File: src/rtl/conv_pkg.sv
// Shared definitions for the convolution path: window FSM states and default geometry.
// Default KERNEL/DATA_WIDTH match the reduction tree; win_elems gives the operand count.
package conv_pkg;

    typedef enum logic [1:0] {
        IDLE  = 2'd0,
        RUN   = 2'd1,
        DRAIN = 2'd2
    } window_state_e;

    localparam int DEF_KERNEL     = 3;
    localparam int DEF_DATA_WIDTH = 16;
    localparam int WIN_ELEMS      = DEF_KERNEL * DEF_KERNEL;

    function automatic int win_elems(input int kernel);
        return kernel * kernel;
    endfunction

endpackage

File: src/rtl/conv_line_buffer.sv
// Purpose: one image row of delay, circular buffer indexed by column.
// Latency: read is combinational at addr (previous row's pixel); write lands next edge.
// Backpressure: none internally; wr_en is the parent's accepted-pixel strobe.
module conv_line_buffer #(
    parameter int DATA_WIDTH = 16,
    parameter int DEPTH      = 8,
    localparam int AW        = $clog2(DEPTH)
) (
    input  logic                         clk,
    input  logic                         wr_en,
    input  logic [AW-1:0]                addr,
    input  logic signed [DATA_WIDTH-1:0] wr_data,
    output logic signed [DATA_WIDTH-1:0] rd_data
);

    logic signed [DATA_WIDTH-1:0] mem [0:DEPTH-1];

    assign rd_data = mem[addr];

    always_ff @(posedge clk) begin
        if (wr_en) begin
            mem[addr] <= wr_data;
        end
    end

endmodule

File: src/rtl/conv_window_gen.sv
// Purpose: streaming KERNELxKERNEL sliding-window generator; optional stall_cnt via CONV_WINDOW_GEN_STALL_CNT_EN.
// Latency: window registered on the edge its completing pixel is accepted; out_valid the cycle after.
// Backpressure: single output register; in_ready drops while a window is held and out_ready is low.
module conv_window_gen
    import conv_pkg::*;
#(
    parameter int KERNEL     = DEF_KERNEL,
    parameter int DATA_WIDTH = DEF_DATA_WIDTH,
    parameter int IMG_W      = 8,
    parameter int IMG_H      = 8
) (
    input  logic                         clk,
    input  logic                         rst_n,
    input  logic                         start,
    output logic                         busy,
    input  logic                         in_valid,
    output logic                         in_ready,
    input  logic signed [DATA_WIDTH-1:0] in_data,
    output logic                         out_valid,
    input  logic                         out_ready,
    output logic signed [DATA_WIDTH-1:0] out_window [0:KERNEL*KERNEL-1],
    output logic                         frame_done
`ifdef CONV_WINDOW_GEN_STALL_CNT_EN
    ,
    output logic [15:0]                  stall_cnt
`endif
);

    localparam int NW = win_elems(KERNEL);
    localparam int CW = $clog2(IMG_W);
    localparam int RW = $clog2(IMG_H);

    localparam logic [1:0] ST_IDLE  = IDLE;
    localparam logic [1:0] ST_RUN   = RUN;
    localparam logic [1:0] ST_DRAIN = DRAIN;

    logic [1:0]    state;
    logic [CW-1:0] col;
    logic [RW-1:0] row;
    logic          accept;
    logic          out_xfer;
    logic          last_col;
    logic          last_row;
    logic          win_px;

    // col_in[0] is the oldest row of the current column, col_in[KERNEL-1] the live pixel
    logic signed [DATA_WIDTH-1:0] col_in [0:KERNEL-1];
    logic signed [DATA_WIDTH-1:0] sw     [0:KERNEL-1][0:KERNEL-2];

    assign in_ready   = (state == ST_RUN) && (!out_valid || out_ready);
    assign accept     = in_valid && in_ready;
    assign out_xfer   = out_valid && out_ready;
    assign busy       = (state != ST_IDLE);
    assign frame_done = (state == ST_DRAIN) && out_xfer;
    assign last_col   = (col == CW'(IMG_W - 1));
    assign last_row   = (row == RW'(IMG_H - 1));
    // Row gating also keeps stale line-buffer data from a previous frame out of every window
    assign win_px     = (row >= RW'(KERNEL - 1)) && (col >= CW'(KERNEL - 1));

    assign col_in[KERNEL-1] = in_data;

    for (genvar k = 0; k < KERNEL - 1; k++) begin : g_lb
        conv_line_buffer #(
            .DATA_WIDTH (DATA_WIDTH),
            .DEPTH      (IMG_W)
        ) u_lb (
            .clk     (clk),
            .wr_en   (accept),
            .addr    (col),
            .wr_data (col_in[KERNEL-1-k]),
            .rd_data (col_in[KERNEL-2-k])
        );
    end

    always_ff @(posedge clk or negedge rst_n) begin
        if (!rst_n) begin
            state <= ST_IDLE;
            col   <= '0;
            row   <= '0;
        end else begin
            case (state)
                ST_IDLE: begin
                    if (start) begin
                        state <= ST_RUN;
                        col   <= '0;
                        row   <= '0;
                    end
                end
                ST_RUN: begin
                    if (accept) begin
                        if (last_col) begin
                            col <= '0;
                            if (last_row) begin
                                row   <= '0;
                                state <= ST_DRAIN;
                            end else begin
                                row <= row + 1'b1;
                            end
                        end else begin
                            col <= col + 1'b1;
                        end
                    end
                end
                ST_DRAIN: begin
                    if (out_xfer) begin
                        state <= ST_IDLE;
                    end
                end
                default: state <= ST_IDLE;
            endcase
        end
    end

    // Columns left of KERNEL-1 in a row never emit, so sw needs no clear at row start
    always_ff @(posedge clk) begin
        if (accept) begin
            for (int i = 0; i < KERNEL; i++) begin
                for (int j = 0; j < KERNEL - 2; j++) begin
                    sw[i][j] <= sw[i][j+1];
                end
                sw[i][KERNEL-2] <= col_in[i];
            end
        end
    end

    always_ff @(posedge clk or negedge rst_n) begin
        if (!rst_n) begin
            out_valid <= 1'b0;
            for (int e = 0; e < NW; e++) begin
                out_window[e] <= '0;
            end
        end else if (accept && win_px) begin
            out_valid <= 1'b1;
            for (int i = 0; i < KERNEL; i++) begin
                for (int j = 0; j < KERNEL - 1; j++) begin
                    out_window[i*KERNEL+j] <= sw[i][j];
                end
                out_window[i*KERNEL+KERNEL-1] <= col_in[i];
            end
        end else if (out_xfer) begin
            out_valid <= 1'b0;
        end
    end

`ifdef CONV_WINDOW_GEN_STALL_CNT_EN
    always_ff @(posedge clk or negedge rst_n) begin
        if (!rst_n) begin
            stall_cnt <= '0;
        end else if (state == ST_IDLE && start) begin
            stall_cnt <= '0;
        end else if (out_valid && !out_ready && stall_cnt != 16'hFFFF) begin
            stall_cnt <= stall_cnt + 16'd1;
        end
    end
`endif

endmodule

File: config.mk
export PLATFORM = sky130hd
export DESIGN_NAME = conv_window_gen
export DESIGN_NICKNAME = d
export VERILOG_FILES = /design/src/rtl/conv_pkg.sv /design/src/rtl/conv_line_buffer.sv /design/src/rtl/conv_window_gen.sv
export SDC_FILE = /design/constraint.sdc
export NUM_CORES = 1
export LEC_CHECK = 0
export BUFFER_PORTS_ARGS = -buffer_cell sky130_fd_sc_hd__buf_2
export CAP_MARGIN = 15
export CELL_PAD_IN_SITES_DETAIL_PLACEMENT = 0
export CELL_PAD_IN_SITES_GLOBAL_PLACEMENT = 1
export CORE_MARGIN = 5
export CORE_UTILIZATION = 49
export CTS_BUF_LIST = sky130_fd_sc_hd__clkbuf_4
export CTS_CLUSTER_DIAMETER = 30
export DETAILED_ROUTE_END_ITERATION = 16
export PLACE_DENSITY_LB_ADDON = 0.3
export SLEW_MARGIN = 20
export SYNTH_ARGS = -nofsm -noshare
export SYNTH_HDL_FRONTEND = slang
export SYNTH_HIERARCHICAL = 1
export SYNTH_SLANG_ARGS = --single-unit
File: constraint.sdc
create_clock -name clk -period 2.99 [get_ports clk]
set_clock_uncertainty 0.15 [all_clocks]
set_input_delay 0.299 -clock clk [delete_from_list [all_inputs] [get_ports clk]]
set_output_delay 0.299 -clock clk [all_outputs]
set_load 0.1 [all_outputs]
==> results of run 1 <==
-- stage by stage --
stage | cell area, sq um | setup slack (ps) | utilization, % | instances | hold slack, ps
2_1_floorplan | 19000 | 61.8 | - | 894 | -147
3_3_place_gp | 20700 | 321 | 53.8 | 1594 | 212
3_5_place_dp | 20700 | 224 | 53.8 | 1594 | 212
4_1_cts | 22800 | 228 | 59.2 | 1859 | 111
5_1_grt | 22800 | 131 | 59.2 | 1861 | 135
6_report | 22800 | 235 | 59.2 | 1861 | 189
-- per-layer routing --
metal | vias to the layer above | share of wire [%] | track usage, %
li1 | 4332 | - | -
met1 | 4911 | 42 | 23.8
met2 | 285 | 51 | 31.8
met3 | 61 | 5.1 | 4.92
met4 | 0 | 2.1 | 7.15
met5 | - | 0 | 0
-- state kept, by name, indices dropped and copies added (netlist names) --
register / cells
col: 3
g_lb.u_lb/mem: 256
out_valid: 1
out_window: 144
row: 3
state: 2
sw: 96
-- Yosys cell counts (all sizes together) --
master / count / area (sq um)
a21oi: 1 / 5.00
a221oi: 4 / 35.0
a22o: 2 / 17.5
a22oi: 6 / 45.0
a31o: 1 / 8.76
a31oi: 3 / 18.8
a32oi: 6 / 52.6
and2: 1 / 6.26
and2b: 1 / 7.51
and3: 1 / 6.26
buf: 35 / 320
clkbuf: 4 / 15.0
dfrtp: 153 / 3830
edfxtp: 352 / 10600
ha: 4 / 50.1
inv: 5 / 18.8
mux2: 192 / 2350
mux4: 48 / 1190
nand2: 14 / 52.6
nand2b: 4 / 25.0
nand3: 11 / 55.1
nand4: 1 / 6.26
nor2: 17 / 63.8
nor2b: 7 / 43.8
nor3: 5 / 25.0
nor4b: 2 / 17.5
o211ai: 6 / 45.0
o21ai: 4 / 20.0
o21bai: 1 / 7.51
o221ai: 1 / 15.0
o31ai: 1 / 7.51
or2b: 1 / 7.51
-- critical path, stage by stage, from the launching register on --
cell	delay [ps]
dfrtp_2	590
buf_4	280
nor2_1	370
a22oi_1	150
o211ai_1	860
-- layout by cell type (no fill, tap or decap), types with 5 or more instances in the layout --
cell type | netlist | final
a22oi_1 | 6 | 6
o211ai_1 | 6 | 6
nor2_1 | 17 | 5
nand2_1 | 14 | 14
a32oi_1 | 6 | 6
inv_1 | 5 | 5
mux2_2 | 143 | 143
dfrtp_1 | 153 | 150
clkinv_1 | 0 | 25
mux4_2 | 18 | 18
bufinv_16 | 0 | 6
mux2_4 | 49 | 49
mux4_1 | 30 | 30
buf_12 | 5 | 7
dlygate4sd3_1 | 0 | 22
edfxtp_1 | 352 | 352
nor2b_1 | 7 | 7
nor2_2 | 0 | 12
buf_4 | 11 | 46
nand3_1 | 11 | 11
buf_2 | 8 | 167
clkbuf_4 | 0 | 199
clkinvlp_4 | 0 | 5
-- area by class of cell --
cell class                 count  share of cell area (%)
sequential                   505                    63.3
inverter                       5                  0.0824
clock inverter                43                    1.52
multi-input combinational    345                    18.8
clock buffer                 199                    6.56
tap                          518                    2.85
timing repair buffer         244                    6.94
antenna                        2                  0.0220
-- cell families after synthesis --
family / share of synthesized area, %
flip-flops: 76.0
AO/OA/AOI/OAI: 1.47
adder cells (fa/ha/maj): 0.264
multiplexers: 18.7
buffers and inverters: 1.87
AND/OR/NAND/NOR: 1.67
-- timing repair --
| action | in CTS | in global routing |
|---|---|---|
| endpoints found under the hold margin | 333 | 0 |
| setup endpoints to repair | 0 | 0 |
| hold buffers | 23 | 0 |
-- final timing paths --
kind,to
setup / recovery,sw[1][7]
hold / removal,sw[2][12]
setup reg to reg,sw[1][7]
hold reg to reg,sw[0][24]
max in group asynchronous,out_window[80]
min in group asynchronous,out_window[108]
==> metrics.md, run 1 <==
| Metric | Value |
|---|---|
| Netlist Area Pre-Place | ~0.019 sq mm |
| Post-CTS Setup Inserts | 0 |
| Maximum number of pins on one net before global-route repair | 66 |
| CTS buffer count | 134 |
| Syn Inst Count | slightly below 900 |
| Reg2reg setup slack | approximately 240 ps |
| Setup_tns | 0 ps |
| Routed WL per cell | roughly 21 um |
| Reg area | roughly 0.014 sq mm |
| RSZ-0062 raised after global routing | false |
| Status | finished clean |
| Ports | 169 |
| Die X | roughly 210 um |
| Slew HR | around 29% |
| Fillers | 2944 |
| Syn avg cell area | approximately 21 sq um |
| Hpwl dp | 24500 um |
| Post-synthesis cell type count | 39 |
| Post-Route WL | ~39000 um |
| # nets final | 1260 |
| Clk sink count | about 510 |
| Avg Vias per Cell | 5.15 |
| Initial antenna violation count | 2 |
| Hold Crit Class | in -> reg |
| Full die area | between 0.04 and 0.05 sq mm |
| Root Buffer | clkbuf_4 |
| Fraction of layout cells with a size suffix above 1 | 50.0% |
| Worst r2r src | col[1] |
| Gr usage total | between 10% and 20% |
| Final setup vio count | 0 |
| Critical Path Start Type | flop |
| Worst Path Required | 3270 ps |
| CP max FO | 21 |
| Row Count | approximately 70 |
| Max-Cap Viols | 0 |
| Yosys warnings | 6 |
| Clk_lat worst skew | around 820 ps |
| First-pass GRT wire length | ~60000 um |
| Hold_sp | in_data[12] |
| FF+latch count, synth | approximately 510 |
| CTS H-tree lvls | 4 |
| Least-Margin Pin Slew | approximately 1100 ps |
| Clk buf depth | 3 |
| IO buf count | between 150 and 200 |
| Die Ht | ~210 um |
| Worst setup EP type | flop |
| Max-slew violations | 0 |
| P&R area growth vs syn | 20.3% |
| Period utilisation layout | ~90% |
| Worst-path clk slew | 70 ps |
| Drt pass-1 iters | 4 |
| CTS tree | yes |
| Min Tclk post-route | 2750 ps |
| Worst Reg-to-Reg Cells | 4 |
| Core region area | ~0.038 sq mm |
| GPL Wtd Cong | 0.747 |
| Mapped Nets | slightly above 900 |
| Fin. Hold Viols | 0 |
| Area of the multi-input gates | approximately 0.0043 sq mm |
| Fmax | 0.363 GHz |
| ANT nets after route | 0 |
| Crit path arrival time | 3040 ps |
| Initial core utilization | 49.2% |
| Resize count post-CTS | 0 |
| Routed via count | 9589 |
| Critical path type | reg -> reg |
| Sequential-to-total area share from yosys stat | roughly three quarters |
| Setup crit start | col[1] |
| Worst Hold Path Cells | 2 |
| Drc violations | 0 |
| Vias in the first global route | approximately 10000 |
| Initial DRC Count | approximately 420 |
| Total grt overflow | 0 |
Power of run 1 is not shown: default switching activity piles up to over one toggle a cycle in this logic, so the estimate is an artifact.
==> run 2, diff against run 1 <==
--- a/config.mk
+++ b/config.mk
@@ -18,5 +18,4 @@
 export SLEW_MARGIN = 20
 export SYNTH_ARGS = -nofsm -noshare
 export SYNTH_HDL_FRONTEND = slang
-export SYNTH_HIERARCHICAL = 1
 export SYNTH_SLANG_ARGS = --single-unit
==> metrics.md, run 2 <==
| Metric | Value |
|---|---|
| Period utilisation layout | 88.1% (-4.0 points) |
| Full die area | 0.0416 sq mm (-2.6%) |
| Initial core utilization | 49.3% (about the same) |
| Vias in the first global route | 10200 (-1.6%) |
| Hold Crit Class | in -> reg |
| Post-synth top flop | edfxtp_1 |
| Max-Cap Viols | 0 (unchanged) |
| Post-Route WL | 37800 um (-3.7%) |
| Post-synth ARST share | 30.3% (unchanged) |
| Reg2reg setup slack | 640 ps (+400 ps) |
| Top-count cell post-synth | edfxtp_1 |
| Post-synthesis cell type count | 38 (-2.6%) |
| Synth top area cells | edfxtp_1 (57%), dfrtp_1 (21%), mux4_2 (7.6%) |
| Mapped Nets | 872 (-5.1%) |
| # nets final | 1190 (-5.6%) |
| Yosys warnings | 0 (-6) |
| Biggest register | g_lb.u_lb.mem |
| Netlist Area Pre-Place | 0.0184 sq mm (-2.7%) |
| Fmax | 0.380 GHz (+4.6%) |
| Total grt overflow | 0 (unchanged) |
| Die X | 204 um (-1.3%) |
| First-pass GRT wire length | 59400 um (-1.4%) |
| Synth area leader | edfxtp_1 |
| CTS tree | yes |
| Worst Path Required | 2540 ps (-730 ps) |
| Worst setup EP type | output pin |
| Root Buffer | clkbuf_4 |
| Sequential-to-total area share from yosys stat | 78.1% (+2.1 points) |
| GPL Wtd Cong | 0.749 (+0.28%) |
| Status | finished clean |
| Core region area | 0.0374 sq mm (-2.8%) |
| Final setup vio count | 0 (unchanged) |
| Routed WL per cell | 21.2 um (+0.33%) |
| Fraction of layout cells with a size suffix above 1 | 45.8% (-4.3 points) |
| Biggest regs | g_lb.u_lb.mem: 256 flops, out_window: 144 flops, sw: 96 flops |
| CTS H-tree lvls | 4 (unchanged) |
| Worst-path clk slew | 60 ps (about the same) |
| Maximum number of pins on one net before global-route repair | 88 (+33%) |
| Initial antenna violation count | 1 (-1) |
| CTS buffer count | 136 (+1.5%) |
| Commonest non-fill, non-tap cells in the layout | edfxtp_1 (352), clkbuf_4 (188), buf_2 (167), dfrtp_1 (149), mux2_2 (93) |
| Resize count post-CTS | 0 (unchanged) |
| Syn avg cell area | 21.8 sq um (+2.7%) |
| FF+latch count, synth | 505 (unchanged) |
| Initial DRC Count | 452 (+7.4%) |
| Gr usage total | 19.0% (+0.12 points) |
| Max-slew violations | 0 (unchanged) |
| Routed via count | 9235 (-3.7%) |
| CP max FO | 8 (-62%) |
| Ports | 169 (unchanged) |
| P&R area growth vs syn | 21.2% |
| Drc violations | 0 (unchanged) |
| Hpwl dp | 21900 um (-11%) |
| Least-Margin Pin Slew | 630 ps (-436 ps) |
| RSZ-0062 raised after global routing | false |
| Slew HR | 58.0% (+29 points) |
| EDFF count, synth | 352 (unchanged) |
| Die Ht | 204 um (-1.3%) |
| Clk buf depth | 3 (unchanged) |
| Row Count | 71 (-1.4%) |
| Max FFs per register | 256 (unchanged) |
| Share of the synthesized area in the top cell type | 57.4% (+1.5 points) |
| Drt pass-1 iters | 4 (unchanged) |
| Min Tclk post-route | 2630 ps (-121 ps) |
| Clk sink count | 505 (unchanged) |
| Critical Path Start Type | flop |
| Critical path type | reg -> out |
| Crit path arrival time | 2180 ps (-860 ps) |
| ANT nets after route | 0 (unchanged) |
| Clk_lat worst skew | 810 ps (about the same) |
| Most common cell after layout, fill and taps aside | edfxtp_1 |
| Fin. Hold Viols | 0 (unchanged) |
| IO buf count | 168 (unchanged) |
| Syn Inst Count | 847 (-5.3%) |
| Avg Vias per Cell | 5.17 (+0.35%) |
| Setup_tns | 0 ps (unchanged) |
| Most instantiated cells after synthesis | edfxtp_1 (352), dfrtp_1 (153), mux2_2 (93) |
[run 2: final timing paths]
kind / startpoint / to / cells after the start
min: in_data[8] / g_lb[0].u_lb.mem[6][8] / 2
min in group asynchronous: rst_n / out_window[48] / 4
max in group asynchronous: rst_n / out_window[78] / 4
min reg2reg: sw[0][27] / out_window[139] / 1
max: state[0] / in_ready / 3
max reg2reg: col[1] / out_window[48] / 4
[run 2: critical path: stages (launching register included)]
cell     delay (ps)
dfrtp_1         460
nor2b_1         260
and2_4          220
buf_2           440
[run 2: through the flow]
step | hold WS, ps | std cells | setup WS, ps | util, % | cell area (sq um)
after global placement | 202 | 1516 | 655 | 54.1 | 20200
after global routing | 154 | 1786 | 148 | 59.7 | 22300
final | 208 | 1786 | 356 | 59.7 | 22300
after CTS | 116 | 1785 | 276 | 59.7 | 22300
after floorplan | -147 | 847 | -154 | - | 18600
after detailed placement | 203 | 1516 | 614 | 54.1 | 20200
[run 2: per-layer routing]
layer / routed length [um] / track usage, % / part of all wire, %
met1: 15900 / 25.0 / 42
met3: 2240 / 5.01 / 5.9
met2: 18900 / 30.6 / 50
met4: 785 / 7.54 / 2.1
met5: 0 / 0 / 0
[run 2: kinds of logic (layout without fill, tap and decap cells)]
| family | after synthesis | in the layout | synth area share, % |
|---|---|---|---|
| other cells | 0 | 1 | 0 |
| flops | 505 | 505 | 78.1 |
| compound gates | 17 | 17 | 0.652 |
| fa+ha+maj | 4 | 4 | 0.272 |
| buf+inv | 43 | 470 | 1.32 |
| simple gates | 35 | 35 | 1.01 |
| mux | 243 | 243 | 18.6 |
[run 2: cell type report]
class                           instances  area, sq um
Clock buffer                          188         1410
Clock inverter                         59          453
Timing Repair Buffer                  218         1470
Inverter                                5         35.0
Sequential cell                       505        14400
Fill cell                            2789        15100
Antenna cell                            1         2.50
Tap cell                              511          639
Multi-Input combinational cell        299         3910
[run 2: timing repair]
action	in CTS	in global routing
hold buffers	22	0
setup buffers	0	0
endpoints found under the hold margin	348	0
setup endpoints to repair	0	0
Power of run 2 is left out for the same reason.
==> run 3, diff against run 2 <==
--- a/config.mk
+++ b/config.mk
@@ -5,12 +5,13 @@
 export SDC_FILE = /design/constraint.sdc
 export NUM_CORES = 1
 export LEC_CHECK = 0
+export ABC_AREA = 1
 export BUFFER_PORTS_ARGS = -buffer_cell sky130_fd_sc_hd__buf_2
 export CAP_MARGIN = 15
 export CELL_PAD_IN_SITES_DETAIL_PLACEMENT = 0
 export CELL_PAD_IN_SITES_GLOBAL_PLACEMENT = 1
 export CORE_MARGIN = 5
-export CORE_UTILIZATION = 49
+export CORE_UTILIZATION = 45
 export CTS_BUF_LIST = sky130_fd_sc_hd__clkbuf_4
 export CTS_CLUSTER_DIAMETER = 30
 export DETAILED_ROUTE_END_ITERATION = 16
==> metrics.md, run 3 <==
| Metric | Value |
|---|---|
| Status | finished clean |
| Fmax | 0.399 GHz (+5.1%) |
| Top-count cell post-synth | nand2_1 |
| IO buf count | 168 (unchanged) |
| Share of the synthesized area in the top cell type | 54.9% (-2.4 points) |
| CTS buffer count | 136 (unchanged) |
| Drc violations | 0 (unchanged) |
| Initial DRC Count | 1126 (+150%) |
| Worst-path clk slew | 60 ps (about the same) |
| EDFF count, synth | 352 (unchanged) |
| Fin. Hold Viols | 0 (unchanged) |
| CTS H-tree lvls | 4 (unchanged) |
| CTS tree | yes |
| Crit path arrival time | 2060 ps (-120 ps) |
| Post-synth top flop | edfxtp_1 |
| Most common cell after layout, fill and taps aside | nand2_1 |
| Die X | 217 um (+6.3%) |
| Synth Area in XOR/XNOR | 0% (unchanged) |
| Core Util, Final | 54.2% (-5.5 points) |
| Worst Path Required | 2540 ps (about the same) |
| Final setup vio count | 0 (unchanged) |
| First-pass GRT wire length | 74800 um (+26%) |
| Biggest register | g_lb.u_lb.mem |
| CP max FO | 5 (-3) |
| GPL Wtd Cong | 0.764 (+2.1%) |
| Core region area | 0.0421 sq mm (+13%) |
| Reg area | 0.0144 sq mm (about the same) |
| Met1 Use GR | 28.1% (+3.1 points) |
| Syn avg cell area | 11.3 sq um (-48%) |
| Ports | 169 (unchanged) |
| Synth top area cells | edfxtp_1 (55%), dfrtp_1 (20%), nand2_1 (18%) |
| Critical Path Start Type | flop |
| Hold Crit Class | in -> reg |
| Avg Vias per Cell | 4.99 (-3.5%) |
| Worst Hold Path Cells | 2 (unchanged) |
| Resize count post-CTS | 0 (unchanged) |
| Global routing met2 resource utilization | 32.7% (+2.1 points) |
| Gr busiest metal | met2 |
| Max-Cap Viols | 0 (unchanged) |
| Most instantiated cells after synthesis | nand2_1 (917), edfxtp_1 (352), dfrtp_1 (153) |
| Max FFs per register | 256 (unchanged) |
| Die Ht | 217 um (+6.3%) |
| Yosys warnings | 0 (unchanged) |
| ANT nets after route | 0 (unchanged) |
| Drt pass-1 iters | 5 (+1) |
| # nets final | 1999 (+68%) |
| Root Buffer | clkbuf_4 |
| Worst Reg-to-Reg Cells | 7 (+3) |
| Critical path type | reg -> out |
| Max-slew violations | 0 (unchanged) |
| Period utilisation layout | 83.8% (-4.3 points) |
| Adder-Cell Fraction of Synth Area | 0.260% (-0.011 points) |
| Post-synth ARST share | 30.3% (unchanged) |
| Initial antenna violation count | 3 (+2) |
| Hpwl dp | 27900 um (+27%) |
| Mux share of post-synthesis cell area | 0% (-19 points) |
| Initial core utilization | 45.7% (-3.6 points) |
| Complex-gate fraction of the synthesized area | 0.260% (-0.39 points) |
| Biggest regs | g_lb.u_lb.mem: 256 flops, out_window: 144 flops, sw: 96 flops |
| Least-Margin Pin Slew | 753 ps (+123 ps) |
| Maximum number of pins on one net before global-route repair | 145 (+65%) |
| Synth Area in Simple Gates | 22.2% (+21 points) |
| Vias in the first global route | 13100 (+29%) |
| Min Tclk post-route | 2510 ps (-127 ps) |
| Row Count | 75 (+5.6%) |
| Full die area | 0.0470 sq mm (+13%) |
| Worst r2r src | state[0] |
| Post-Route WL | 47900 um (+27%) |
| Worst r2r dst | out_window[2] |
| Sequential-to-total area share from yosys stat | 74.8% (-3.3 points) |
| Clk buf depth | 3 (unchanged) |
| Total grt overflow | 0 (unchanged) |
| Netlist Area Pre-Place | 0.0192 sq mm (+4.4%) |
| Worst setup EP type | output pin |
| Gr usage total | 20.5% (+1.5 points) |
| Fraction of layout cells with a size suffix above 1 | 21.9% (-24 points) |
| Met3 global-route usage | 4.72% (-0.29 points) |
| Syn Inst Count | 1697 (+100%) |
| Commonest non-fill, non-tap cells in the layout | nand2_1 (917), edfxtp_1 (352), clkbuf_4 (214), buf_2 (167), dfrtp_1 (150) |
| Routed via count | 13100 (+41%) |
| WHS Endpoint | sw[2][14] |
| FF+latch count, synth | 505 (unchanged) |
| Largest family of logic cells by synthesized area | simple AND/OR/NAND/NOR gates |
| Post-synthesis cell type count | 24 (-37%) |
| Routed WL per cell | 18.3 um (-14%) |
| Clk sink count | 505 (unchanged) |
| Reg2reg setup slack | 610 ps (-30 ps) |
| Fillers | 3709 (+33%) |
| Clk_lat worst skew | 810 ps (about the same) |
| RSZ-0062 raised after global routing | false |
| P&R area growth vs syn | 18.8% |
| Area of the multi-input gates | 0.00450 sq mm (+15%) |
| Synth area leader | edfxtp_1 |
| Mapped Nets | 1722 (+97%) |
| Slew HR | 49.8% (-8.2 points) |
| Hold_sp | in_data[14] |
[run 3: changes by cell type in the layout (fill, tap and decap cells not counted), sizes merged, moves of 12 or more]
cell and change:
inv +13, mux2 -176, nand4 +52, buf +12, nand2 +910, nor2 +32
clkbuf +26, nand3 +53, mux4 -62, clkinv -28
[run 3: logic make-up (layout without fill, tap and decap cells)]
| logic type | count (synthesis) | count (layout) |
|---|---|---|
| compound gates | 10 | 10 |
| fa+ha+maj | 4 | 4 |
| buf+inv | 105 | 485 |
| flops | 505 | 505 |
| other cells | 0 | 1 |
| simple gates | 1073 | 1073 |
[run 3: per-stage QoR]
| stage | setup TNS, ps | cell area [sq um] | setup WS, ps | hold slack, ps | cells |
|---|---|---|---|---|---|
| CTS | 0 | 22900 | 378 | 120 | 2616 |
| detailed placement | 0 | 20900 | 638 | 206 | 2353 |
| global route | 0 | 22900 | 356 | 161 | 2617 |
| global placement | 0 | 20900 | 623 | 202 | 2353 |
| floorplan | -103120 | 19300 | -538 | -147 | 1697 |
| finish | 0 | 22900 | 484 | 214 | 2617 |
[run 3: layer usage]
metal  vias up  share of wire [%]
li1       6284                  -
met1      6319                 45
met2       377                 48
met3        83                5.6
met4         0                1.8
met5         -                  0
[run 3: how the worst max path moves through the flow]
stage | startpoint | end | slack, ps | cells after the start
5_1_grt | state[1] | in_ready | 360 | 4
2_1_floorplan | col[0] | g_lb[0].u_lb.mem[3][0] | -540 | 5
6_report | state[1] | in_ready | 480 | 4
3_5_place_dp | state[0] | out_window[2] | 640 | 7
3_3_place_gp | state[0] | out_window[2] | 620 | 7
4_1_cts | state[1] | in_ready | 380 | 4
[run 3: layout make-up]
class	instances	share of cell area, %
Sequential cell	505	63.0
Multi-Input combinational cell	1087	19.7
Clock buffer	214	7.03
Timing Repair Buffer	230	6.44
Tap cell	539	2.95
Clock inverter	27	0.564
Inverter	14	0.263
Antenna cell	1	0.0109
[run 3: repair_timing]
| item | in CTS | in global routing |
|---|---|---|
| hold buffers | 22 | 0 |
| hold endpoints to repair | 322 | 0 |
| buffers inserted | 0 | 0 |
[run 3: critical path, stage by stage, from the launching register on]
cell	delay, ps
dfrtp_1	450
inv_1	120
nand2_1	100
a21oi_1	140
buf_2	440
Power of run 3 is left out for the same reason.
